## config.mk

```make
export PLATFORM = sky130hd
export DESIGN_NAME = calc_sequenciador_flat
export DESIGN_NICKNAME = d
export VERILOG_FILES = /design/src/rtl/calc_sequenciador_pkg.sv /design/src/rtl/calc_sequenciador_if.sv /design/src/rtl/calc_sequenciador_soma_sm.sv /design/src/rtl/calc_sequenciador.sv /design/src/flat_wrapper.sv
export SDC_FILE = /design/constraint.sdc
export NUM_CORES = 1
export LEC_CHECK = 0
export ABC_AREA = 1
export CORE_MARGIN = 3
export CORE_UTILIZATION = 53
export DETAILED_ROUTE_END_ITERATION = 7
export GPL_TIMING_DRIVEN = 0
export PLACE_DENSITY = 0.76
export RECOVER_POWER = 25
export SLEW_MARGIN = 30
export SYNTH_ARGS = -nofsm -noshare
export SYNTH_HDL_FRONTEND = slang
export SYNTH_HIERARCHICAL = 1
export SYNTH_SLANG_ARGS = --single-unit
export TNS_END_PERCENT = 1
```

## constraint.sdc

```tcl
create_clock -name clk -period 5.9 [get_ports clk]
set_input_delay 1.18 -clock clk [delete_from_list [all_inputs] [get_ports clk]]
set_output_delay 1.18 -clock clk [all_outputs]
set_load 0.05 [all_outputs]
```

## src/rtl/calc_sequenciador_pkg.sv

```systemverilog
// Shared types, widths and helpers for the calculator command sequencer.
// Numbers are 9-bit sign-magnitude: bit 8 sign, bits 7:0 magnitude.
package calc_sequenciador_pkg;

    localparam int         W_NUM   = 9;
    localparam int         W_RES   = 18;
    localparam logic [8:0] MAG_MAX = 9'd255;

    typedef enum logic [1:0] {
        OP_ADD = 2'b00,
        OP_SUB = 2'b01,
        OP_EQ  = 2'b10,
        OP_CLR = 2'b11
    } op_t;

    typedef enum logic [1:0] {
        ST_IDLE = 2'b00,
        ST_EXEC = 2'b01,
        ST_DONE = 2'b10
    } state_t;

    typedef struct packed {
        logic       sign;
        logic [7:0] mag;
    } sm9_t;

    // A zero magnitude always carries a positive sign.
    function automatic sm9_t normalize(input sm9_t v);
        sm9_t r;
        r = v;
        if (v.mag == 8'd0) r.sign = 1'b0;
        return r;
    endfunction

    function automatic sm9_t capture_operand(input logic [W_NUM-1:0] data, input logic negate);
        sm9_t v;
        v.sign = data[8] ^ negate;
        v.mag  = data[7:0];
        return normalize(v);
    endfunction

    // Result format: sign in bit 17, magnitude in bits 8:0, bits 16:9 zero.
    function automatic logic [W_RES-1:0] to_result(input sm9_t v);
        logic [W_RES-1:0] r;
        r          = '0;
        r[W_RES-1] = v.sign;
        r[7:0]     = v.mag;
        return r;
    endfunction

endpackage

```

## src/rtl/calc_sequenciador_if.sv

```systemverilog
// Command/result bus between the keypad-side controller and the sequencer.
interface calc_sequenciador_if;
    import calc_sequenciador_pkg::*;

    logic             in_valid;
    logic             in_ready;
    logic [W_NUM-1:0] in_data;
    logic [1:0]       in_op;
    logic [W_RES-1:0] result;
    logic             result_valid;
    logic             err;

    modport master (
        output in_valid, in_data, in_op,
        input  in_ready, result, result_valid, err
    );

    modport slave (
        input  in_valid, in_data, in_op,
        output in_ready, result, result_valid, err
    );

endinterface

```

## src/rtl/calc_sequenciador_soma_sm.sv

```systemverilog
// Combinational sign-magnitude adder; the 9-bit output magnitude exposes overflow.
module soma_sm
    import calc_sequenciador_pkg::*;
(
    input  sm9_t       a,
    input  sm9_t       b,
    output logic       sum_sign,
    output logic [8:0] sum_mag
);

    // NOTE: every output gets a default first so no path through the block infers a latch.
    always_comb begin
        sum_sign = a.sign;
        sum_mag  = {1'b0, a.mag} + {1'b0, b.mag};
        if (a.sign != b.sign) begin
            if (a.mag > b.mag) begin
                sum_sign = a.sign;
                sum_mag  = {1'b0, a.mag} - {1'b0, b.mag};
            end else if (b.mag > a.mag) begin
                sum_sign = b.sign;
                sum_mag  = {1'b0, b.mag} - {1'b0, a.mag};
            end else begin
                sum_sign = 1'b0;
                sum_mag  = 9'd0;
            end
        end
    end

endmodule

```

## src/rtl/calc_sequenciador.sv

```systemverilog
// Calculator command sequencer: accepts ADD/SUB/EQ/CLR, runs the adder through
// EXEC, saturates with a sticky error flag and pulses each result for one cycle.
module calc_sequenciador
    import calc_sequenciador_pkg::*;
(
    input  logic                clk,
    input  logic                reset_n,
    calc_sequenciador_if.slave  bus
);

    state_t     state;
    sm9_t       operand;
    sm9_t       acc;
    logic       add_sign;
    logic [8:0] add_mag;
    logic       overflow;
    sm9_t       acc_next;

    soma_sm u_soma (
        .a        (acc),
        .b        (operand),
        .sum_sign (add_sign),
        .sum_mag  (add_mag)
    );

    // Once err is set the accumulator is frozen at its saturated value.
    always_comb begin
        overflow = 1'b0;
        acc_next = acc;
        if (!bus.err) begin
            if (add_mag > MAG_MAX) begin
                overflow     = 1'b1;
                acc_next     = sm9_t'{sign: add_sign, mag: 8'hFF};
            end else begin
                acc_next = normalize(sm9_t'{sign: add_sign, mag: add_mag[7:0]});
            end
        end
    end

    assign bus.in_ready = (state == ST_IDLE);

    // NOTE: sequential state uses non-blocking assignments so every register samples pre-edge values.
    always_ff @(posedge clk or negedge reset_n) begin
        if (!reset_n) begin
            state            <= ST_IDLE;
            operand          <= '0;
            acc              <= '0;
            bus.err          <= 1'b0;
            bus.result       <= '0;
            bus.result_valid <= 1'b0;
        end else begin
            case (state)
                ST_IDLE: begin
                    bus.result_valid <= 1'b0;
                    if (bus.in_valid) begin
                        case (op_t'(bus.in_op))
                            OP_ADD, OP_SUB: begin
                                operand <= capture_operand(bus.in_data, bus.in_op == OP_SUB);
                                state   <= ST_EXEC;
                            end
                            OP_EQ: begin
                                bus.result       <= to_result(acc);
                                bus.result_valid <= 1'b1;
                                state            <= ST_DONE;
                            end
                            default: begin
                                acc        <= '0;
                                bus.err    <= 1'b0;
                                bus.result <= '0;
                            end
                        endcase
                    end
                end
                ST_EXEC: begin
                    acc              <= acc_next;
                    bus.result       <= to_result(acc_next);
                    bus.result_valid <= 1'b1;
                    if (overflow) bus.err <= 1'b1;
                    state            <= ST_DONE;
                end
                ST_DONE: begin
                    bus.result_valid <= 1'b0;
                    state            <= ST_IDLE;
                end
                default: begin
                    bus.result_valid <= 1'b0;
                    state            <= ST_IDLE;
                end
            endcase
        end
    end

endmodule

```

## src/flat_wrapper.sv

```systemverilog
// flat-port wrapper written by rule: the top's interface ports become plain ports
module calc_sequenciador_flat import calc_sequenciador_pkg::*;
  (clk, reset_n, bus_in_valid, bus_in_data, bus_in_op, bus_in_ready, bus_result, bus_result_valid, bus_err);
  calc_sequenciador_if bus_i ();
  input  logic clk;
  input  logic reset_n;
  input wire logic [$bits(bus_i.in_valid)-1:0] bus_in_valid;
  input wire logic [$bits(bus_i.in_data)-1:0] bus_in_data;
  input wire logic [$bits(bus_i.in_op)-1:0] bus_in_op;
  output wire logic [$bits(bus_i.in_ready)-1:0] bus_in_ready;
  output wire logic [$bits(bus_i.result)-1:0] bus_result;
  output wire logic [$bits(bus_i.result_valid)-1:0] bus_result_valid;
  output wire logic [$bits(bus_i.err)-1:0] bus_err;
  assign bus_i.in_valid = bus_in_valid;
  assign bus_i.in_data = bus_in_data;
  assign bus_i.in_op = bus_in_op;
  assign bus_in_ready = bus_i.in_ready;
  assign bus_result = bus_i.result;
  assign bus_result_valid = bus_i.result_valid;
  assign bus_err = bus_i.err;
  calc_sequenciador u_core (.clk(clk), .reset_n(reset_n), .bus(bus_i));
endmodule
```

# ---- Word-level counts from Yosys, hierarchy flattened
# Cells that the tools add are included.
dict set report classes {
  n_lt_le_gt_ge 3
  bitwise_logic 1
  n_addsub 3
  n_reduce_logical 12
  n_eq_ne 9
  n_mux 28
}
# cell count
set op_table {}
lappend op_table {{$pmux 18 s2} 2}
lappend op_table {{$mux 9} 7}
lappend op_table {{$mux 18} 1}
lappend op_table {{$pmux 9 s2} 1}
lappend op_table {{$sub 8x8->9} 2}
lappend op_table {{$gt 8x8->1} 2}
lappend op_table {{$logic_not 8->1} 2}
lappend op_table {{$mux 1} 12}
lappend op_table {{$add 8x8->9} 1}
lappend op_table {{$gt 9x8->1 const B} 1}
lappend op_table {{$reduce_and 3->1} 3}
lappend op_table {{$pmux 2 s2} 2}
lappend op_table {{$ne 2x2->1 const B} 3}
lappend op_table {{$eq 2x1->1 const B} 2}
lappend op_table {{$logic_not 2->1} 2}
lappend op_table {{$pmux 1 s2} 2}
lappend op_table {{$reduce_and 4->1} 1}
lappend op_table {{$ne 3x1->1 const B} 1}
lappend op_table {{$reduce_or 3->1} 1}
lappend op_table {{$eq 2x2->1 const B} 1}
lappend op_table {{$mux 2} 1}
lappend op_table {{$ne 2x1->1 const B} 1}
lappend op_table {{$reduce_and 2->1} 1}
lappend op_table {{$reduce_bool 2->1} 1}
lappend op_table {{3 further kinds} 3}
dict set report word_totals {
  out_inout_bits 21
  regBits 40
  input_bits 14
  wordCells 64
}

# ---- Longest topological paths before layout
dict set report depth {
  depth_word 9
  depth_mapped 21
  mapped_depth_nobuf 20
}

# ---- Cells and area by module
# The synthesis kept the hierarchy.
# mod cells_each n_inst area_per_inst_um2 seq_area_each_um2
set by_module_without_submodules {}
lappend by_module_without_submodules {soma_sm 259 1 1541.5 0.0}
lappend by_module_without_submodules {calc_sequenciador 172 1 1502.7 775.7}

# ---- Worst setup path after synthesis
# Ideal clock, no wire load.
dict set report synth_path {
  path_kind {reg2reg}
  startpoint {register u_core/acc[3] (netlist name)}
  endpoint {register u_core/acc[8] (netlist name)}
  n_path_buf 1
  required_time_ps 5774
  path_slack_ps 3551
  arrival_ps 2223
  path_stages_with_launch 22
  path_cell_list {dfrtp_1 > inv_1 > ha_1 > buf_6 > nand2_4 > inv_1 > nand2_1 > nand2_1 > nand2_1 > nand3_4 > nand2_4 > inv_6 > nand2_2 > nand2_1 > nand2_1 > nand2_1 > nor2_1 > nand3_1 > o21bai_1 > nand2_1 > nand2_1 > o21ai_0}
}
dict set report synth_between {
  elab_cells_between_ends 17
}
# element line_no
set synth_lines {}
lappend synth_lines {{start, declared} calc_sequenciador.sv:13} ;# sm9_t acc;
lappend synth_lines {{start signal, assigned} calc_sequenciador.sv:75} ;# acc <= acc_next;
lappend synth_lines {{$sub 8x8->9 / $gt 8x8->1 (equally long branches)} {calc_sequenciador_soma_sm.sv:21, calc_sequenciador_soma_sm.sv:19}}
lappend synth_lines {{$mux 9} calc_sequenciador_soma_sm.sv:19} ;# end else if (b.mag > a.mag) begin
lappend synth_lines {{$mux 9} calc_sequenciador_soma_sm.sv:16} ;# if (a.mag > b.mag) begin
lappend synth_lines {{$mux 9 (*)} calc_sequenciador_soma_sm.sv:15} ;# if (a.sign != b.sign) begin
lappend synth_lines {{named net u_core.add_mag[8]} calc_sequenciador.sv:15} ;# logic [8:0] add_mag;
lappend synth_lines {{$gt 9x8->1 (*)} calc_sequenciador.sv:31} ;# if (add_mag > MAG_MAX) begin
lappend synth_lines {{$mux 9 (*)} calc_sequenciador.sv:31}
lappend synth_lines {{$mux 9 (*)} calc_sequenciador.sv:30} ;# if (!bus.err) begin
lappend synth_lines {{$pmux 9 s2 (*)} calc_sequenciador.sv:52} ;# case (state)
# Mark *: on every way through the listed nets, which the timed path passes. The rest lies on a longest branch.
# A chain may end at the register's enable or synchronous reset.

# ---- Final worst setup path
dict set report layout_path {
  startpoint {register u_core/acc[6] (netlist name)}
  endpoint {register u_core/acc[8] (netlist name)}
}
# The elaborated chain is that of the path after synthesis.

==> summary.md <==
The compound-cell area share of the yosys netlist is 0.138, and the final max-slew violation count is 32. Share of the yosys chip area belonging to registers: 0.255. The first global-routing pass estimated 12.2 mm of wire. Clock skew on the completed layout was measured at 0.00544 ns. The longest clock path from root to sink contains 2 buffers.

The run gives 0 as the hold violation total from the final report. Row count: 26. In this run the critical register-to-register path is captured at u_core/acc[8]. The run gives -0.121 as the max-slew headroom at the worst pin.

The synthesized design spends more area on one cell type than any other, namely sky130_fd_sc_hd__dfrtp_1. At the pin with the least slew margin, the transition time is 1.68 ns. The layout overhead on the synthesized area was 14.7%. Summed over all cells, the static leakage comes to 1.87 nW.

Of all nets on the critical path, the largest fanout is 9. The startpoint identified for the worst hold timing path is u_core/state[1]. By area the synthesized netlist is led by sky130_fd_sc_hd__dfrtp_1 25%, sky130_fd_sc_hd__nand2_1 13%, sky130_fd_sc_hd__ha_1 9.9%. The checks that failed: max-capacitance violations, max-slew violations. Summed over all nets, the half-perimeter wirelength after detailed placement is 5.85 mm. In the final routed layout, each cell accounts on average for 13.4 um.

The initial antenna violation count came out at 0. Static timing analysis puts the maximum clock frequency at 339 MHz. The adder and majority gate portion of the synthesized area is 0.118, and the global placement routability congestion is 0.919. Setup violations remaining at the end of the flow were counted as 0. Counting both buffers and inverters, the worst setup path holds a total of 2. Portion of netlist area occupied by mux cells: 0. By area, the combinational part of the netlist is dominated by simple AND/OR/NAND/NOR gates. The met1 track demand over resource came out at 0.339. The flow ran to the end, but the final reports show violations.

Among all stages on the critical path, the largest delay is contributed by sky130_fd_sc_hd__dfrtp_1. The distinct cell type count after synthesis was 40. The hold-critical path endpoint was u_core/state[1]. In this run the tool buffered the top-level ports with 25 buffer cells. After routing, the total negative slack on setup checks comes to 0 ns.

The flip-flop and latch count after synthesis works out to 31. Max-cap violation count: 1. The post-synthesis share of cell area spent on and, or, nand and nor gates came out at 0.307. The clock drives 31 sinks.

Counting cells, the worst reg-to-reg path comes to 18. For the post-cts sizing count, the log shows 0. Data arrives at the worst endpoint at 3.11 ns. The number of post-CTS setup repair buffers was 0. By instance count, the cell type seen most on the critical path is sky130_fd_sc_hd__nand2_1. The share of Yosys cell area claimed by the top area cell type is 0.255. Clock tree synthesis selected as its root buffer the cell sky130_fd_sc_hd__clkbuf_8.

The clock-pin slew reported for the worst setup and hold paths after clock tree synthesis is 0.07 ns. TritonCTS built the clock tree. The min-delay analysis places its worst path in the category flop to flop. After detailed routing, the total wire length is 7.24 mm. The number of enable-type register cells in the synthesized netlist is 0, and the average instance area after synthesis is 7.06 um^2. The area share of xor/xnor cells in the synthesized design was 0.0345; the starting density of the core was 0.571. The first TritonRoute pass finished after 5 iterations. The hold buffer count at CTS was 0. The cell area after synthesis is 3040 um^2.

In this run the horizontal extent of the chip is 81.8 um. Measured along the y axis, the die boundary spans 81.8 um. The setup slack on the worst flop-to-flop path came out at 2.95 ns.

The total area inside the core boundary comes to 5340 um^2. The via count of the first global-routing pass is 2603, and the number of antenna-violating nets in the routed design is 0. Cell family contributing the most delay on the critical path: simple AND/OR/NAND/NOR gates. IR analysis of the VDD net gives a maximum drop of 0.222 mV. STA classifies the critical path endpoint as a flop. Setup repair after global routing left no endpoint under its margin. The final critical delay including setup and external delays is 2.95 ns.

The pin count of the biggest net entering global routing is 32. The logs give 431 for the synthesized netlist cell count and 295 for the number of DRC violations after detailed-routing iteration 0. The number of clock buffers added by TritonCTS is 5. The number of stages on the worst hold path came out at 1.

Global routing finished with a remaining overflow of 0. In this run the most used layer during global routing was met2. For the global-route total usage across every layer, the log shows 0.237. The level count of the clock H-tree came out at 2.

On the final layout, the worst hold slack is 0.528 ns. The total power divided by cell area works out to 573 nW/um^2. Yosys printed 6 warnings. The share of final-layout standard cells stronger than drive strength 1 was 0.110. In the final design database the tool counted 512 nets.

The insertion delay to the later sink of the worst-skew pair came out at 0.29 ns. Among all flip-flop cells after synthesis, the most frequent one is sky130_fd_sc_hd__dfrtp_1. The DRC violation count after routing is 0. The die covers 6690 um^2. The critical path's largest stage delay is 0.46 ns. STA classifies the critical path startpoint as a flop. The share of flip-flops with an asynchronous set or reset after synthesis came out at 1.00.

The signal on the critical path passes through inv_1, ha_1, nand2_1, nand2_1, a21oi_1, nand3_4, nand2_4, inv_6, nand2_2, nand2_1, nand2_1, nand2_1, nor2_1, nand3_1, o21bai_1, nand2_1, nand2_1, o21ai_0. The portion of the clock cycle consumed by the worst path in the final layout was 0.500; the via density per instance was 5.35. The origin of the critical flop-to-flop path was u_core/acc[6].

The met3 global-route usage came out at 0.0395. The critical path is of the flop to flop type. The final route contains 2900 vias. At the worst endpoint, the required time is 6.06 ns.

The number of antenna diodes in the final layout is 0. For this design the top-level I/O count stands at 35. The met2 usage in global routing is 0.371.
## routing by layer
metal	wire, um	vias up	part of all wire
li1	-	1440	-
met1	3390	1341	0.47
met2	3320	108	0.46
met3	445	11	0.061
met4	87	0	0.012
met5	0	-	0
## synth_stat cells (all sizes together) (7+ instances only)
master	n
a21oi	22
a31oi	9
buf	17
dfrtp	31
ha	24
inv	73
nand2	113
nand3	35
nand4	7
nor2	36
o21ai	23
xor2	8
## cell usage in the layout, fill, tap and decap left out, types with 2 or more instances in the layout
cell	instances
sky130_fd_sc_hd__nand2_1	103
sky130_fd_sc_hd__inv_1	67
sky130_fd_sc_hd__nand3_1	33
sky130_fd_sc_hd__nor2_1	32
sky130_fd_sc_hd__dfrtp_1	31
sky130_fd_sc_hd__clkdlybuf4s50_1	24
sky130_fd_sc_hd__ha_1	24
sky130_fd_sc_hd__a21oi_1	20
sky130_fd_sc_hd__o21ai_0	12
sky130_fd_sc_hd__o21ai_1	11
sky130_fd_sc_hd__buf_4	11
sky130_fd_sc_hd__a31oi_1	9
sky130_fd_sc_hd__conb_1	9
sky130_fd_sc_hd__xor2_1	8
sky130_fd_sc_hd__clkbuf_8	6
sky130_fd_sc_hd__nand4_1	6
sky130_fd_sc_hd__nand2_2	6
sky130_fd_sc_hd__inv_2	5
sky130_fd_sc_hd__o31ai_1	5
sky130_fd_sc_hd__buf_6	5
sky130_fd_sc_hd__nand2_4	4
sky130_fd_sc_hd__o211ai_1	4
sky130_fd_sc_hd__xnor2_1	4
sky130_fd_sc_hd__clkbuf_1	3
sky130_fd_sc_hd__o21bai_1	3
sky130_fd_sc_hd__nor2_4	3
sky130_fd_sc_hd__nor3_1	3
sky130_fd_sc_hd__fa_1	3
sky130_fd_sc_hd__o41ai_1	2
sky130_fd_sc_hd__a21oi_2	2
sky130_fd_sc_hd__nand3_4	2
## worst register-to-register path, stage by stage (launching register included)
cell and delay [ns]:
sky130_fd_sc_hd__dfrtp_1 0.46, sky130_fd_sc_hd__inv_1 0.07, sky130_fd_sc_hd__ha_1 0.42, sky130_fd_sc_hd__nand2_1 0.12
sky130_fd_sc_hd__nand2_1 0.07, sky130_fd_sc_hd__a21oi_1 0.27, sky130_fd_sc_hd__nand3_4 0.15, sky130_fd_sc_hd__nand2_4 0.16
sky130_fd_sc_hd__inv_6 0.07, sky130_fd_sc_hd__nand2_2 0.05, sky130_fd_sc_hd__nand2_1 0.05, sky130_fd_sc_hd__nand2_1 0.06
sky130_fd_sc_hd__nand2_1 0.15, sky130_fd_sc_hd__nor2_1 0.21, sky130_fd_sc_hd__nand3_1 0.10, sky130_fd_sc_hd__o21bai_1 0.17
sky130_fd_sc_hd__nand2_1 0.07, sky130_fd_sc_hd__nand2_1 0.08, sky130_fd_sc_hd__o21ai_0 0.09
## worst max-delay path by stage
| stage | endpoint | start | cells after the start | slack (ns) |
|---|---|---|---|---|
| 2_1_floorplan | u_core/acc[8] | u_core/acc[3] | 21 | 3.55 |
| 3_3_place_gp | u_core/acc[8] | u_core/acc[6] | 18 | 3.07 |
| 3_5_place_dp | u_core/acc[8] | u_core/acc[6] | 18 | 3.02 |
| 4_1_cts | u_core/acc[8] | u_core/acc[6] | 18 | 2.98 |
| 5_1_grt | u_core/acc[8] | u_core/acc[6] | 18 | 2.73 |
| 6_report | u_core/acc[8] | u_core/acc[6] | 18 | 2.95 |
## registers in the layout, indices dropped and copies added, names as in the netlist
register and count:
u_core/bus.err 1, u_core/bus.result_valid 1, u_core/state 2, u_core/bus.result 9, u_core/acc 9, u_core/operand 9
## report_power, final
part	total, mW	internal, mW	leakage, nW	switching, mW
Combinational	1.47	0.513	1.44	0.962
Sequential	0.361	0.277	0.387	0.0847
Clock	0.165	0.0823	0.0412	0.0830
Total	2.00	0.872	1.87	1.13
## cells by family after synthesis
kind of cell / count (synthesis)
XOR/XNOR: 12
flip-flops: 31
buffers and inverters: 93
AND/OR/NAND/NOR: 196
other: 1
adder cells (fa/ha/maj): 27
AO/OA/AOI/OAI: 71
## per-stage QoR
stage	area, um^2	setup WS (ns)	utilization	std cells	total power, mW
final	3490	2.95	0.654	542	2.00
after global routing	3490	2.73	0.654	542	2.19
after CTS	3490	2.98	0.655	542	1.98
after detailed placement	3410	3.02	0.639	534	1.81
after global placement	3410	3.07	0.640	534	1.79
after floorplan	3070	3.55	-	439	1.48
## cell type report
class | instances | area, um^2
inverter | 74 | 283
clock buffer | 6 | 72.6
timing repair buffer | 25 | 244
multi-input combinational | 315 | 1850
buffer | 19 | 161
fill | 523 | 1840
clock inverter | 2 | 12.5
sequential | 31 | 776
tap | 70 | 87.6
Power figures use the tool's default switching activity.
==> RTL change 1 (same flow settings) <==
The 3 states of `state_t` get a one-hot encoding in 3 bits.
--- a/src/rtl/calc_sequenciador_pkg.sv
+++ b/src/rtl/calc_sequenciador_pkg.sv
@@ -14,8 +14,8 @@
     } op_t;
 
-    typedef enum logic [1:0] {
-        ST_IDLE = 2'b00,
-        ST_EXEC = 2'b01,
-        ST_DONE = 2'b10
+    typedef enum logic [2:0] {
+        ST_IDLE = 3'b001,
+        ST_EXEC = 3'b010,
+        ST_DONE = 3'b100
     } state_t;
 
Formal check against the unedited RTL: no difference found for any inputs over 10 cycles, from zero or initial values and one cycle with reset_n low; not proved beyond that.
==> RTL change 1 against the unedited design <==
- cell area up 5.4%
- worst setup slack worse by 0.16 ns
- wire length fell by 1.5%
- critical path depth decreased by 15
- die area rose by 5.4%
- synthesized area grew 5.8%
- sequential cell count grew 1
Power is not shown: default switching activity piles up to over one toggle a cycle in this logic, so the estimate is an artifact.
==> RTL change 1: results (changes against the unedited design) <==
| Metric | Value |
|---|---|
| Layout cell share with drive strength beyond 1 | 16.74% (+5.7 points) |
| Final HPWL DP | 5.794 mm (-1.0%) |
| Slew HR | 1.241% (+13 points) |
| Fillers | 536 (+2.5%) |
| Top post-synthesis cells by area | dfrtp_1, nand2_1, ha_1 |
| Clock Path Buffers | 2 (unchanged) |
| Pin count of the biggest net entering global routing | 29 (-9.4%) |
| Synth Warn # | 6 (unchanged) |
| Worst Path Max Fanout | 4 (-5) |
| Nets | 524 (+2.3%) |
| CTS Root Buffer Type | clkbuf_8 |
| H-tree levels | 2 (unchanged) |
| Setup slack, reg-to-reg | 3.18 ns (+0.23 ns) |
| Drt initial violations | 167 (-43%) |
| Gr usage total | 21.93% (-1.7 points) |
| Synth cell types | 41 (+2.5%) |
| Cts bufs inserted | 5 (unchanged) |
| Avg Vias per Cell | 5.169 (-3.4%) |
| Fin Clk Skew | 0.004652 ns (-0.0007893 ns) |
| Drt pass-1 iters | 5 (unchanged) |
| Antenna violations before repair | 0 (unchanged) |
| GPL Wtd Cong | 0.9433 (+2.6%) |
| Critical Path AT | 1.93 ns (-1.18 ns) |
| Post-CTS Setup Inserts | 0 (unchanged) |
| Sequential fraction of the synthesis area | 24.90% (-0.58 points) |
| Status | completed |
| GRT overflow | 0 (unchanged) |
| Vias in the first global route | 2782 (+6.9%) |
| DR WL/cell | 12.81 µm (-4.0%) |
| Post-synth top cells | nand2_1, inv_1, dfrtp_1 |
| Routed WL | 7.124 mm (-1.5%) |
| Worst-Skew Late Latency | approximately 0.28 ns |
| Core box area | 0.005675 mm² (+6.4%) |
| First-pass GRT wire length | 12.88 mm (+6.0%) |
## RTL change 1: cell types whose count changed in the layout (fill, tap and decap cells not counted), moves of 5 or more
cell / before / now
o21ai_2: 0 / 11
a31oi_1: 9 / 2
inv_1: 67 / 58
o31ai_1: 5 / 0
nand2_1: 103 / 134
o21ai_0: 12 / 7
o21ai_1: 11 / 2
nand3_1: 33 / 26
a21oi_1: 20 / 14
o221ai_1: 0 / 7
## RTL change 1: logic make-up (layout without fill, tap and decap cells)
family / count (synthesis) / in the layout / synth area share [%]
AND/OR/NAND/NOR: 224 / 224 / 34.03
buffers and inverters: 87 / 121 / 13.21
flip-flops: 32 / 32 / 24.90
XOR/XNOR: 13 / 13 / 3.535
AO/OA/AOI/OAI: 58 / 58 / 13.01
other: 1 / 9 / 0.1164
adder cells (fa/ha/maj): 27 / 27 / 11.19
## RTL change 1: worst paths after layout
kind | start | end | cells past startpoint
worst max-delay path | u_core/state[0]$_DFFE_PN1P_ | bus_in_ready | 3
worst min-delay path | u_core/bus.result[7]$_DFFE_PN0P_ | u_core/bus.result[7]$_DFFE_PN0P_ | 2
worst max register to register | u_core/acc[6]$_DFFE_PN0P_ | u_core/bus.result[2]$_DFFE_PN0P_ | 17
worst min register to register | u_core/bus.result[7]$_DFFE_PN0P_ | u_core/bus.result[7]$_DFFE_PN0P_ | 2
max in group asynchronous | reset_n | u_core/operand[7]$_DFFE_PN0P_ | 2
min in group asynchronous | reset_n | u_core/bus.result[6]$_DFFE_PN0P_ | 1
## RTL change 1: routing by layer
metal	vias to the layer above	wire length (µm)	global-route usage [%]
li1	1463	-	-
met1	1311	3266	30.53
met2	87	3339	35.72
met3	13	410	3.455
met4	0	107	5.117
met5	-	0	0
## RTL change 1: final cells by class
type | instances | area share [%]
well taps | 72 | 2.449
inverters | 68 | 7.143
flip-flops and latches | 32 | 21.80
plain buffers | 19 | 4.422
multi-input cells | 331 | 55.00
repair buffers | 26 | 6.735
clock buffers | 8 | 2.449
## RTL change 1: through the flow
step	instance area [µm²]	hold slack, ns	cells	utilization (%)	setup slack, ns
3_5_place_dp	3606	0.4645	548	63.54	3.104
6_report	3679	0.4782	556	64.81	2.791
4_1_cts	3696	0.4814	556	65.12	2.787
5_1_grt	3679	0.5217	556	64.81	2.711
2_1_floorplan	3251	0.5069	450	-	3.575
3_3_place_gp	3591	0.4640	547	63.27	3.058
## RTL change 1: critical path, stage by stage (launching register included)
cell             delay [ns]
dfstp_2                0.56
nand3_2                0.15
inv_4                  0.12
clkdlybuf4s50_1        0.81
==> RTL change 2 (same settings) <==
Made on the original files. Change the package constant `W_RES` from 18 to 36.
--- a/src/rtl/calc_sequenciador_pkg.sv
+++ b/src/rtl/calc_sequenciador_pkg.sv
@@ -4,5 +4,5 @@
 
     localparam int         W_NUM   = 9;
-    localparam int         W_RES   = 18;
+    localparam int         W_RES   = 36;
     localparam logic [8:0] MAG_MAX = 9'd255;
 
Ports: changed (resized bus_result); port bits go from 35 to 53. No check against the original RTL was run, so the function may have changed too.
==> RTL change 2 against the unedited design <==
- the run still ends with capacitance limit, slew limit left
- cell area is 5.9% higher
- worst setup slack worse by 0.037 ns
- synthesized area is 4.4% higher
- total power is 2.2% higher
- sequential cell count stayed put
- die area is 4.1% higher
- wire length is 3.0% higher
- via count is 2.1% higher
==> RTL change 2: results (changes against the unedited design) <==
| Metric | Value |
|---|---|
| Status | finished, violations left |
| Failing checks | capacitance limit, slew limit |
| CTS Root Buffer Type | clkbuf_8 |
| Hold Crit Depth | 1 (unchanged) |
| Final HPWL DP | 5.993 mm (+2.4%) |
| First-pass GRT wire length | 12.45 mm (+2.4%) |
| Post-synth top cells | nand2_1, inv_1, nand3_1 |
| Hold EP | u_core/bus.result_valid$_DFF_PN0_ |
| Max-cap violations | 1 (unchanged) |
| Synth Warn # | 6 (unchanged) |
| Critical Path AT | 3.15 ns (+0.04 ns) |
| Synth cell types | 40 (unchanged) |
| Worst R2R Start | u_core/acc[6]$_DFFE_PN0P_ |
| Post-Place Cells | 572 (+7.1%) |
| Smallest hold slack | 0.5305 ns (+0.001953 ns) |
| Top Registers | u_core/acc: 9 flops, u_core/bus.result: 9 flops, u_core/operand: 9 flops |
| Sequential fraction of the synthesis area | 24.40% (-1.1 points) |
| Antenna violations before repair | 0 (unchanged) |
| Hold Crit Class | flip-flop to flip-flop |
| Setup slack, reg-to-reg | 2.91 ns (-0.04 ns) |
| Worst r2r path cells | 18 (unchanged) |
| Worst-Skew Late Latency | 0.28 ns |
| Gr usage total | 21.65% (-2.0 points) |
| Final Max Tran Viols | 32 (unchanged) |
| Pin count of the biggest net entering global routing | 32 (unchanged) |
| Fin Clk Skew | 0.007810 ns (+0.002369 ns) |
| Sw frac | 56.57% (+0.12 points) |
| Crit-path slowest cell | dfrtp_1 |
| Min-delay src | u_core/state[1]$_DFFE_PN0P_ |
| Drt pass-1 iters | 5 (unchanged) |
| Nets | 548 (+7.0%) |
| Vias in the first global route | 2646 (+1.7%) |
| Routed WL | 7.456 mm (+3.0%) |
| RR Endpoint | u_core/acc[8]$_DFFE_PN0P_ |
| Clock-pin slew on the worst setup and hold paths | 0.07 ns (about the same) |
| Post-synthesis cell count | 449 (+4.2%) |
| Leak | 2.028 nW (+8.7%) |
| Cts repair resizes | 0 (unchanged) |
| Antenna diodes | 0 (unchanged) |
| Layout cell share with drive strength beyond 1 | 13.81% (+2.8 points) |
| H-tree levels | 2 (unchanged) |
| DR WL/cell | 12.88 µm (-3.5%) |
| VDD IR max | 0.2372 mV (+7.0%) |
| IO Port Bufs | 25 (unchanged) |
| Post-CTS Setup Inserts | 0 (unchanged) |
| DR vias | 2962 (+2.1%) |
| Biggest cell delay along the critical path | between 0.4 and 0.5 ns |
| Cts bufs inserted | 5 (unchanged) |
| Clock Path Buffers | 2 (unchanged) |
| Fillers | 522 (-0.19%) |
| Worst Path Max Fanout | 9 (unchanged) |
| Worst-Margin Slew | 1.631 ns (-0.05055 ns) |
| Ys async rst share | 100.0% (unchanged) |
| Drt initial violations | 212 (-28%) |
| GPL Wtd Cong | 0.9309 (+1.3%) |
| Top post-synthesis cells by area | dfrtp_1, nand2_1, ha_1 |
-- RTL change 2: cell types whose count changed after synthesis, sizes merged --
cell	change
buf	+18
-- RTL change 2: worst max-delay path by stage --
stage	startpoint	endpoint	slack, ns
after floorplan	u_core/acc[3]$_DFFE_PN0P_	u_core/acc[8]$_DFFE_PN0P_	3.55
after detailed placement	u_core/acc[6]$_DFFE_PN0P_	u_core/acc[8]$_DFFE_PN0P_	2.95
after global routing	u_core/acc[6]$_DFFE_PN0P_	u_core/acc[8]$_DFFE_PN0P_	2.69
final	u_core/acc[6]$_DFFE_PN0P_	u_core/acc[8]$_DFFE_PN0P_	2.91
after CTS	u_core/acc[6]$_DFFE_PN0P_	u_core/acc[8]$_DFFE_PN0P_	2.93
after global placement	u_core/acc[6]$_DFFE_PN0P_	u_core/acc[8]$_DFFE_PN0P_	2.96
-- RTL change 2: kinds of logic after synthesis --
group           share of synthesized area (%)
buf+inv                                 18.22
compound gates                          13.22
simple gates                            29.40
other cells                            0.1180
flops                                   24.40
xor+xnor                                3.306
fa+ha+maj                               11.33
-- RTL change 2: routing by layer --
metal	vias up	track usage [%]	part of all wire (%)	routed length [µm]
met5	-	0	0	0
met4	0	5.409	1.0	77
met3	8	4.047	6.5	481
met2	111	35.42	47	3517
met1	1345	29.63	45	3379
li1	1498	-	-	-
-- RTL change 2: layout make-up --
type                    instances  area (µm²)  share of cell area, %
plain buffers                  37       296.5                  8.018
multi-input cells             333        1922                  51.96
flip-flops and latches         31       775.7                  20.97
repair buffers                 25       244.0                  6.597
inverters                      74       282.8                  7.645
clock buffers                   6       82.58                  2.233
clock inverters                 1       5.005                 0.1353
well taps                      72       90.09                  2.436
-- RTL change 2: critical path, delay by kind of cell (launching register included) --
kind	cells	cell delay, ns
AOI/OAI and AO/OA	3	0.55
adders and majority gates	1	0.41
buffers and inverters	2	0.16
DFF	1	0.47
and+or+nand+nor	12	1.26
-- RTL change 2: metrics by stage --
step,power (mW),area [µm²],utilization [%],worst slack (ns)
final,2.045,3699,65.56,2.914
after detailed placement,1.853,3612,64.03,2.949
after global placement,1.833,3617,64.12,2.957
after floorplan,1.514,3277,-,3.551
after global routing,2.224,3699,65.56,2.691
after CTS,2.029,3700,65.58,2.927
-- RTL change 2: power groups by stage --
stage	Sequential [mW]	Clock (mW)	Combinational (mW)
2_1_floorplan	0.424	0	1.09
3_3_place_gp	0.365	0	1.47
3_5_place_dp	0.367	0	1.49
4_1_cts	0.365	0.170	1.49
5_1_grt	0.375	0.180	1.67
6_report	0.365	0.167	1.51
